`src/rtl/latch_debouncer_pkg.sv`:
```
// Shared types and constants for the latch-output debouncer.
`timescale 1ns/1ps
package latch_debouncer_pkg;

    typedef enum logic [1:0] {
        S_LOW      = 2'd0,
        S_RISE_CHK = 2'd1,
        S_HIGH     = 2'd2,
        S_FALL_CHK = 2'd3
    } dbnc_state_t;

    localparam int SYNC_STAGES_MIN = 2;
    localparam int SYNC_STAGES_MAX = 4;
    localparam int DEBOUNCE_MIN    = 2;
    localparam int DEBOUNCE_MAX    = 255;
    localparam int DEBOUNCE_DFLT   = 4;

    function automatic int tmr_width(input int cycles);
        return $clog2(cycles + 1);
    endfunction

    localparam int TMR_W = tmr_width(DEBOUNCE_DFLT);

endpackage

```
`src/rtl/latch_debouncer_sync.sv`:
```
// Multi-flop synchroniser bringing the asynchronous latch level into clk.
`timescale 1ns/1ps
module sync_chain #(
    parameter int SYNC_STAGES = 2
) (
    input  logic clk,
    input  logic reset,
    input  logic d,
    output logic q
);

    logic [SYNC_STAGES-1:0] stages;

    always_ff @(posedge clk or negedge reset) begin
        if (!reset) begin
            stages <= '0;
        end else begin
            stages <= {stages[SYNC_STAGES-2:0], d};
        end
    end

    assign q = stages[SYNC_STAGES-1];

endmodule

```
`src/rtl/latch_debouncer.sv`:
```
// Debounces a glitchy latch output: synchronise, qualify level changes, emit
// clean level, edge/glitch pulses and a wrapping count of accepted rises.
//
//   state      | meaning
//   S_LOW      | level accepted as 0, waiting for a candidate 1
//   S_RISE_CHK | candidate 1 being timed
//   S_HIGH     | level accepted as 1, waiting for a candidate 0
//   S_FALL_CHK | candidate 0 being timed
`timescale 1ns/1ps
module latch_debouncer
    import latch_debouncer_pkg::*;
#(
    parameter int SYNC_STAGES     = 2,
    parameter int DEBOUNCE_CYCLES = DEBOUNCE_DFLT,
    parameter int CNT_W           = 8
) (
    input  logic             clk,
    input  logic             reset,
    input  logic             d_in,
    input  logic             en,
    input  logic             clr_cnt,
    output logic             q_stable,
    output logic             rise_pulse,
    output logic             fall_pulse,
    output logic             glitch_pulse,
    output logic [CNT_W-1:0] event_cnt,
    output logic             cnt_overflow
);

    localparam int TIMER_W = tmr_width(DEBOUNCE_CYCLES);
    localparam logic [TIMER_W-1:0] TMR_LAST = TIMER_W'(DEBOUNCE_CYCLES - 1);

    if (SYNC_STAGES < SYNC_STAGES_MIN || SYNC_STAGES > SYNC_STAGES_MAX) begin : g_bad_sync
        $error("latch_debouncer: SYNC_STAGES out of range");
    end
    if (DEBOUNCE_CYCLES < DEBOUNCE_MIN || DEBOUNCE_CYCLES > DEBOUNCE_MAX) begin : g_bad_dbnc
        $error("latch_debouncer: DEBOUNCE_CYCLES out of range");
    end

    logic               s;
    dbnc_state_t        state, state_nxt;
    logic [TIMER_W-1:0] tmr, tmr_nxt;
    logic               q_nxt, rise_nxt, fall_nxt, glitch_nxt;

    sync_chain #(.SYNC_STAGES(SYNC_STAGES)) u_sync (
        .clk   (clk),
        .reset (reset),
        .d     (d_in),
        .q     (s)
    );

    always_ff @(posedge clk or negedge reset) begin
        if (!reset) begin
            state        <= S_LOW;
            tmr          <= '0;
            q_stable     <= 1'b0;
            rise_pulse   <= 1'b0;
            fall_pulse   <= 1'b0;
            glitch_pulse <= 1'b0;
        end else begin
            state        <= state_nxt;
            tmr          <= tmr_nxt;
            q_stable     <= q_nxt;
            rise_pulse   <= rise_nxt;
            fall_pulse   <= fall_nxt;
            glitch_pulse <= glitch_nxt;
        end
    end

    // Dropping en abandons a pending check silently rather than flagging a glitch.
    always_comb begin
        state_nxt  = state;
        tmr_nxt    = tmr;
        q_nxt      = q_stable;
        rise_nxt   = 1'b0;
        fall_nxt   = 1'b0;
        glitch_nxt = 1'b0;
        case (state)
            S_LOW: begin
                if (en && s) begin
                    state_nxt = S_RISE_CHK;
                    tmr_nxt   = TIMER_W'(1);
                end
            end
            S_RISE_CHK: begin
                if (!en) begin
                    state_nxt = S_LOW;
                end else if (!s) begin
                    state_nxt  = S_LOW;
                    glitch_nxt = 1'b1;
                end else if (tmr == TMR_LAST) begin
                    state_nxt = S_HIGH;
                    q_nxt     = 1'b1;
                    rise_nxt  = 1'b1;
                end else begin
                    tmr_nxt = tmr + TIMER_W'(1);
                end
            end
            S_HIGH: begin
                if (en && !s) begin
                    state_nxt = S_FALL_CHK;
                    tmr_nxt   = TIMER_W'(1);
                end
            end
            S_FALL_CHK: begin
                if (!en) begin
                    state_nxt = S_HIGH;
                end else if (s) begin
                    state_nxt  = S_HIGH;
                    glitch_nxt = 1'b1;
                end else if (tmr == TMR_LAST) begin
                    state_nxt = S_LOW;
                    q_nxt     = 1'b0;
                    fall_nxt  = 1'b1;
                end else begin
                    tmr_nxt = tmr + TIMER_W'(1);
                end
            end
            default: state_nxt = S_LOW;
        endcase
    end

    // A clear coinciding with an acceptance drops that event from the count.
    always_ff @(posedge clk or negedge reset) begin
        if (!reset) begin
            event_cnt    <= '0;
            cnt_overflow <= 1'b0;
        end else if (clr_cnt) begin
            event_cnt    <= '0;
            cnt_overflow <= 1'b0;
        end else if (rise_nxt) begin
            event_cnt <= event_cnt + CNT_W'(1);
            if (&event_cnt) begin
                cnt_overflow <= 1'b1;
            end
        end
    end

endmodule

```
`config.mk`:
```
export PLATFORM = sky130hd
export DESIGN_NAME = latch_debouncer
export DESIGN_NICKNAME = d
export VERILOG_FILES = /design/src/rtl/latch_debouncer_pkg.sv /design/src/rtl/latch_debouncer_sync.sv /design/src/rtl/latch_debouncer.sv
export SDC_FILE = /design/constraint.sdc
export NUM_CORES = 1
export LEC_CHECK = 0
export CORE_MARGIN = 4
export CORE_UTILIZATION = 40
export DETAILED_ROUTE_END_ITERATION = 10
export GPL_TIMING_DRIVEN = 0
export SYNTH_ARGS = -nofsm -noshare
export SYNTH_HDL_FRONTEND = slang
export SYNTH_SLANG_ARGS = --single-unit
```
`constraint.sdc`:
```
create_clock -name clk -period 2.79 [get_ports clk]
set_input_delay 0.279 -clock clk [delete_from_list [all_inputs] [get_ports clk]]
set_output_delay 0.279 -clock clk [all_outputs]
set_load 0.1 [all_outputs]
```
==> results list <==
- After synthesis, the mean cell area works out to 10.2 sq um.
- Counting distinct cell types in the post-synthesis netlist gives 35.
- The synthesized netlist occupies a cell area of around 1100 sq um.
- Total count of max-transition violations in the final report: 0
* Number of clock buffers inserted by TritonCTS: 3
- Vias/cell: roughly 5.7
* Maximum clock rate: between 0.4 and 0.5 GHz
* Headroom to the max-slew limit: 0.349
- Critical path depth in cells: 1
- Share of final-layout standard cells stronger than drive strength 1: 0.121
- The first global-routing pass estimated roughly 3.8 mm of wire.
- Final antenna diode count: 0
* Final estimated routing congestion in global placement: ~0.84
- Critical-path top delay cell: sky130_fd_sc_hd__clkdlybuf4s50_1
- Die Wd: roughly 60 um
- Detailed-route wire length: roughly 2.1 mm
* Master cell of the clock root buffer: sky130_fd_sc_hd__clkbuf_4
- The number of buffers and inverters on the critical path is 1.
- In this run the worst setup path begins at event_cnt[2].
- The clock period could shrink to between 2 and 2.5 ns.
* Share of the synthesized area in the top cell type: 0.467
- Grt total ovfl: 0
* Peak supply drop: 0.000400 V
* Delay-heaviest family, CP: buffers and inverters
- For this run, the detailed router's first-pass iteration total came to 4.
- Clock slew at the register clock pins of the worst setup and hold paths: 0.11 ns
- Site Rows: 18
- The worst hold path belongs to the class in2reg.
- Dividing the detail-routed wire length by the instance count gives approximately 14 um.
* Flop-to-flop setup slack: about 0.76 ns
* Endpoint class of the critical path: output port
* Overall die height: 59.8 um
- Post-synthesis net count: approximately 120
* Port-buffer cells: 15
- Total via count in the routed design: 871
* Category of the critical setup timing path: reg2out
- sky130_fd_sc_hd__dfrtp_1 takes more of the synthesized area than any other cell.
- The detail route stage leaves a number of antenna-violating nets equal to 0.
* Worst R2R End: event_cnt[5]
* Post-synth EDFFs: 0
* Cells resized by post-CTS repair: 0
- Data arrival time of the critical path: 1.94 ns
* Status: finished, final reports clean
- Number of nets in the finished design: approximately 140
- In the finished design, the share of the clock period the worst path needs comes to 0.795.
* Initial cell density of the core: 0.425
- Clk Latency, worst-skew pair: 0.30 ns
* Number of antenna violations at the first check in global routing: 0
- Data required time of the critical path: ~2.5 ns
- Launching element type of the critical path: flip-flop
* HPWL after detailed placement: approximately 1.6 mm
* CTS tree: built
- At the pin with the least slew margin, the transition time is between 0.9 and 1 ns.
- Setup violations remaining at the end of the flow were counted as 0.
* Detailed-route DRC error count: 0
- Between clock sinks in the finished design, the worst skew comes to around 0.0079 ns.
* Depth of the worst register-to-register path: 5
- Measured on the finished design, the core utilization comes to 0.514.
- Of all flip-flops after synthesis, the portion carrying an async set or reset was 1.00.
* Floorplan Core Area: approximately 2500 sq um
- CP Max Fanout: 7
* Pwr/cell area: between 600 and 700 nW/um^2
- Number of global-route vias before repair: 854
- The die covers around 3600 sq um.
- The final hold violation count was 0.
- Flip-flop and latch count after synthesis: 20
- Last element of the critical path: event_cnt[2]
* Yosys synthesis warning count: 0
- For this run, the leading register cell type out of synthesis is sky130_fd_sc_hd__dfrtp_1.
- Buffers added to address setup during post-CTS repair amount to 0.
* Sequential-to-total area share from yosys stat: 0.467
- Maximum cell stage delay along the critical path: 1.17 ns
* Number of max-capacitance violations reported: 0
- Clock buffer depth: 2
- Relative to the synthesized area, the layout overhead comes to 20.9%.
* Reported leakage power: 0.551 nW
- Pin count of the biggest net entering global routing: 21
- Aggregate negative setup slack: 0 ns
- Num ports: 18
- Worst reg2reg startpoint: tmr[0]
* Clock tree sinks: 20
- After synthesis, the cell types taking the most area are sky130_fd_sc_hd__dfrtp_1, sky130_fd_sc_hd__ha_1, sky130_fd_sc_hd__a21oi_1.
- The signal on the critical path passes through clkdlybuf4s50_1.
- Setup repair after global routing missed its margin: no
* DR iter-0 viols: 16
- Syn Inst Count: 105
- CTS built an H-tree with a depth of 1.
- GRT Total Usage: 0.138
* Cts hold-fix bufs: 0
## cells in the mapped netlist (2+ instances only)
master and instances:
sky130_fd_sc_hd__nor2b_1 2, sky130_fd_sc_hd__nor2_1 3, sky130_fd_sc_hd__nand3_1 2, sky130_fd_sc_hd__nand2_1 6
sky130_fd_sc_hd__o31ai_1 2, sky130_fd_sc_hd__inv_1 5, sky130_fd_sc_hd__mux2i_1 2, sky130_fd_sc_hd__a21oi_1 12
sky130_fd_sc_hd__buf_2 2, sky130_fd_sc_hd__and4b_1 2, sky130_fd_sc_hd__nand4b_1 2, sky130_fd_sc_hd__mux2_2 2
sky130_fd_sc_hd__buf_4 2, sky130_fd_sc_hd__or3_1 2, sky130_fd_sc_hd__nand2b_1 2, sky130_fd_sc_hd__or4_1 5
sky130_fd_sc_hd__ha_1 6, sky130_fd_sc_hd__and3_1 3, sky130_fd_sc_hd__nand4_1 4, sky130_fd_sc_hd__o21ai_0 5
sky130_fd_sc_hd__dfrtp_1 20
## state kept, by name (all words and copies together), names as in the netlist
signal	count
q_stable	1
event_cnt	8
tmr	3
fall_pulse	1
u_sync.stages	2
cnt_overflow	1
glitch_pulse	1
state	2
rise_pulse	1
## report_power, final
part           switching, W  internal (W)  leakage, nW
clock             0.0000859     0.0000796       0.0210
combinational      0.000184      0.000100        0.264
sequential        0.0000169      0.000324        0.266
## routing by layer
metal	GRT usage	share of wire	wire length, um	vias to the layer above
met1	0.172	0.44	924	415
li1	-	-	-	425
met5	0	0	0	-
met2	0.224	0.49	1030	29
met3	0.0432	0.072	152	2
met4	0.0506	0.0066	14	0
## layout by cell type, fill, tap and decap left out, types with 2 or more instances in the layout
| cell type | netlist | routed |
|---|---|---|
| sky130_fd_sc_hd__dfrtp_1 | 20 | 20 |
| sky130_fd_sc_hd__clkdlybuf4s50_1 | 0 | 15 |
| sky130_fd_sc_hd__a21oi_1 | 12 | 12 |
| sky130_fd_sc_hd__nand2_1 | 6 | 6 |
| sky130_fd_sc_hd__ha_1 | 6 | 6 |
| sky130_fd_sc_hd__inv_1 | 5 | 5 |
| sky130_fd_sc_hd__or4_1 | 5 | 5 |
| sky130_fd_sc_hd__o21ai_0 | 5 | 5 |
| sky130_fd_sc_hd__nand4_1 | 4 | 4 |
| sky130_fd_sc_hd__nor2_1 | 3 | 3 |
| sky130_fd_sc_hd__and3_1 | 3 | 3 |
| sky130_fd_sc_hd__clkbuf_4 | 0 | 3 |
| sky130_fd_sc_hd__buf_2 | 2 | 2 |
| sky130_fd_sc_hd__buf_4 | 2 | 2 |
| sky130_fd_sc_hd__nand3_1 | 2 | 2 |
| sky130_fd_sc_hd__o31ai_1 | 2 | 2 |
| sky130_fd_sc_hd__and4b_1 | 2 | 2 |
| sky130_fd_sc_hd__nand2b_1 | 2 | 2 |
| sky130_fd_sc_hd__nor2b_1 | 2 | 2 |
| sky130_fd_sc_hd__mux2i_1 | 2 | 2 |
| sky130_fd_sc_hd__mux2_2 | 2 | 2 |
| sky130_fd_sc_hd__nand4b_1 | 2 | 2 |
| sky130_fd_sc_hd__or3_1 | 2 | 2 |
## metrics by stage
| stage | hold WS (ns) | setup slack [ns] | power (W) | instance area, sq um | instances |
|---|---|---|---|---|---|
| 6_report | 0.295 | 0.572 | 0.000791 | 1300 | 154 |
| 5_1_grt | 0.312 | 0.529 | 0.000843 | 1300 | 154 |
| 4_1_cts | 0.285 | 0.562 | 0.000802 | 1300 | 154 |
| 3_5_place_dp | 0.338 | 0.794 | 0.000633 | 1260 | 150 |
| 3_3_place_gp | 0.340 | 0.832 | 0.000628 | 1260 | 150 |
| 2_1_floorplan | -0.0166 | 0.717 | 0.000568 | 1070 | 105 |
## how the worst min path moves through the flow
stage                             to  slack [ns]             start  cells after the start
global route                state[0]        0.31                en                      2
floorplan               cnt_overflow       -0.02             reset                      0
CTS                     glitch_pulse        0.29                en                      2
global placement    u_sync.stages[1]        0.34  u_sync.stages[0]                      0
finish                  glitch_pulse        0.30                en                      2
detailed placement  u_sync.stages[1]        0.34  u_sync.stages[0]                      0
## cell type report
| cell class | count | area [sq um] |
|---|---|---|
| clock buffers | 4 | 36.3 |
| well taps | 30 | 37.5 |
| flip-flops and latches | 20 | 500 |
| plain buffers | 7 | 43.8 |
| multi-input cells | 72 | 505 |
| fillers | 245 | 1230 |
| repair buffers | 15 | 150 |
| inverters | 6 | 22.5 |
## cells by family (layout without fill, tap and decap cells)
family | after synthesis | after routing | synth area share
adder cells (fa/ha/maj) | 6 | 6 | 0.0700
flip-flops | 20 | 20 | 0.467
multiplexers | 4 | 4 | 0.0397
AND/OR/NAND/NOR | 39 | 39 | 0.233
AO/OA/AOI/OAI | 23 | 23 | 0.128
buffers and inverters | 13 | 32 | 0.0618
Power figures use the tool's default switching activity.
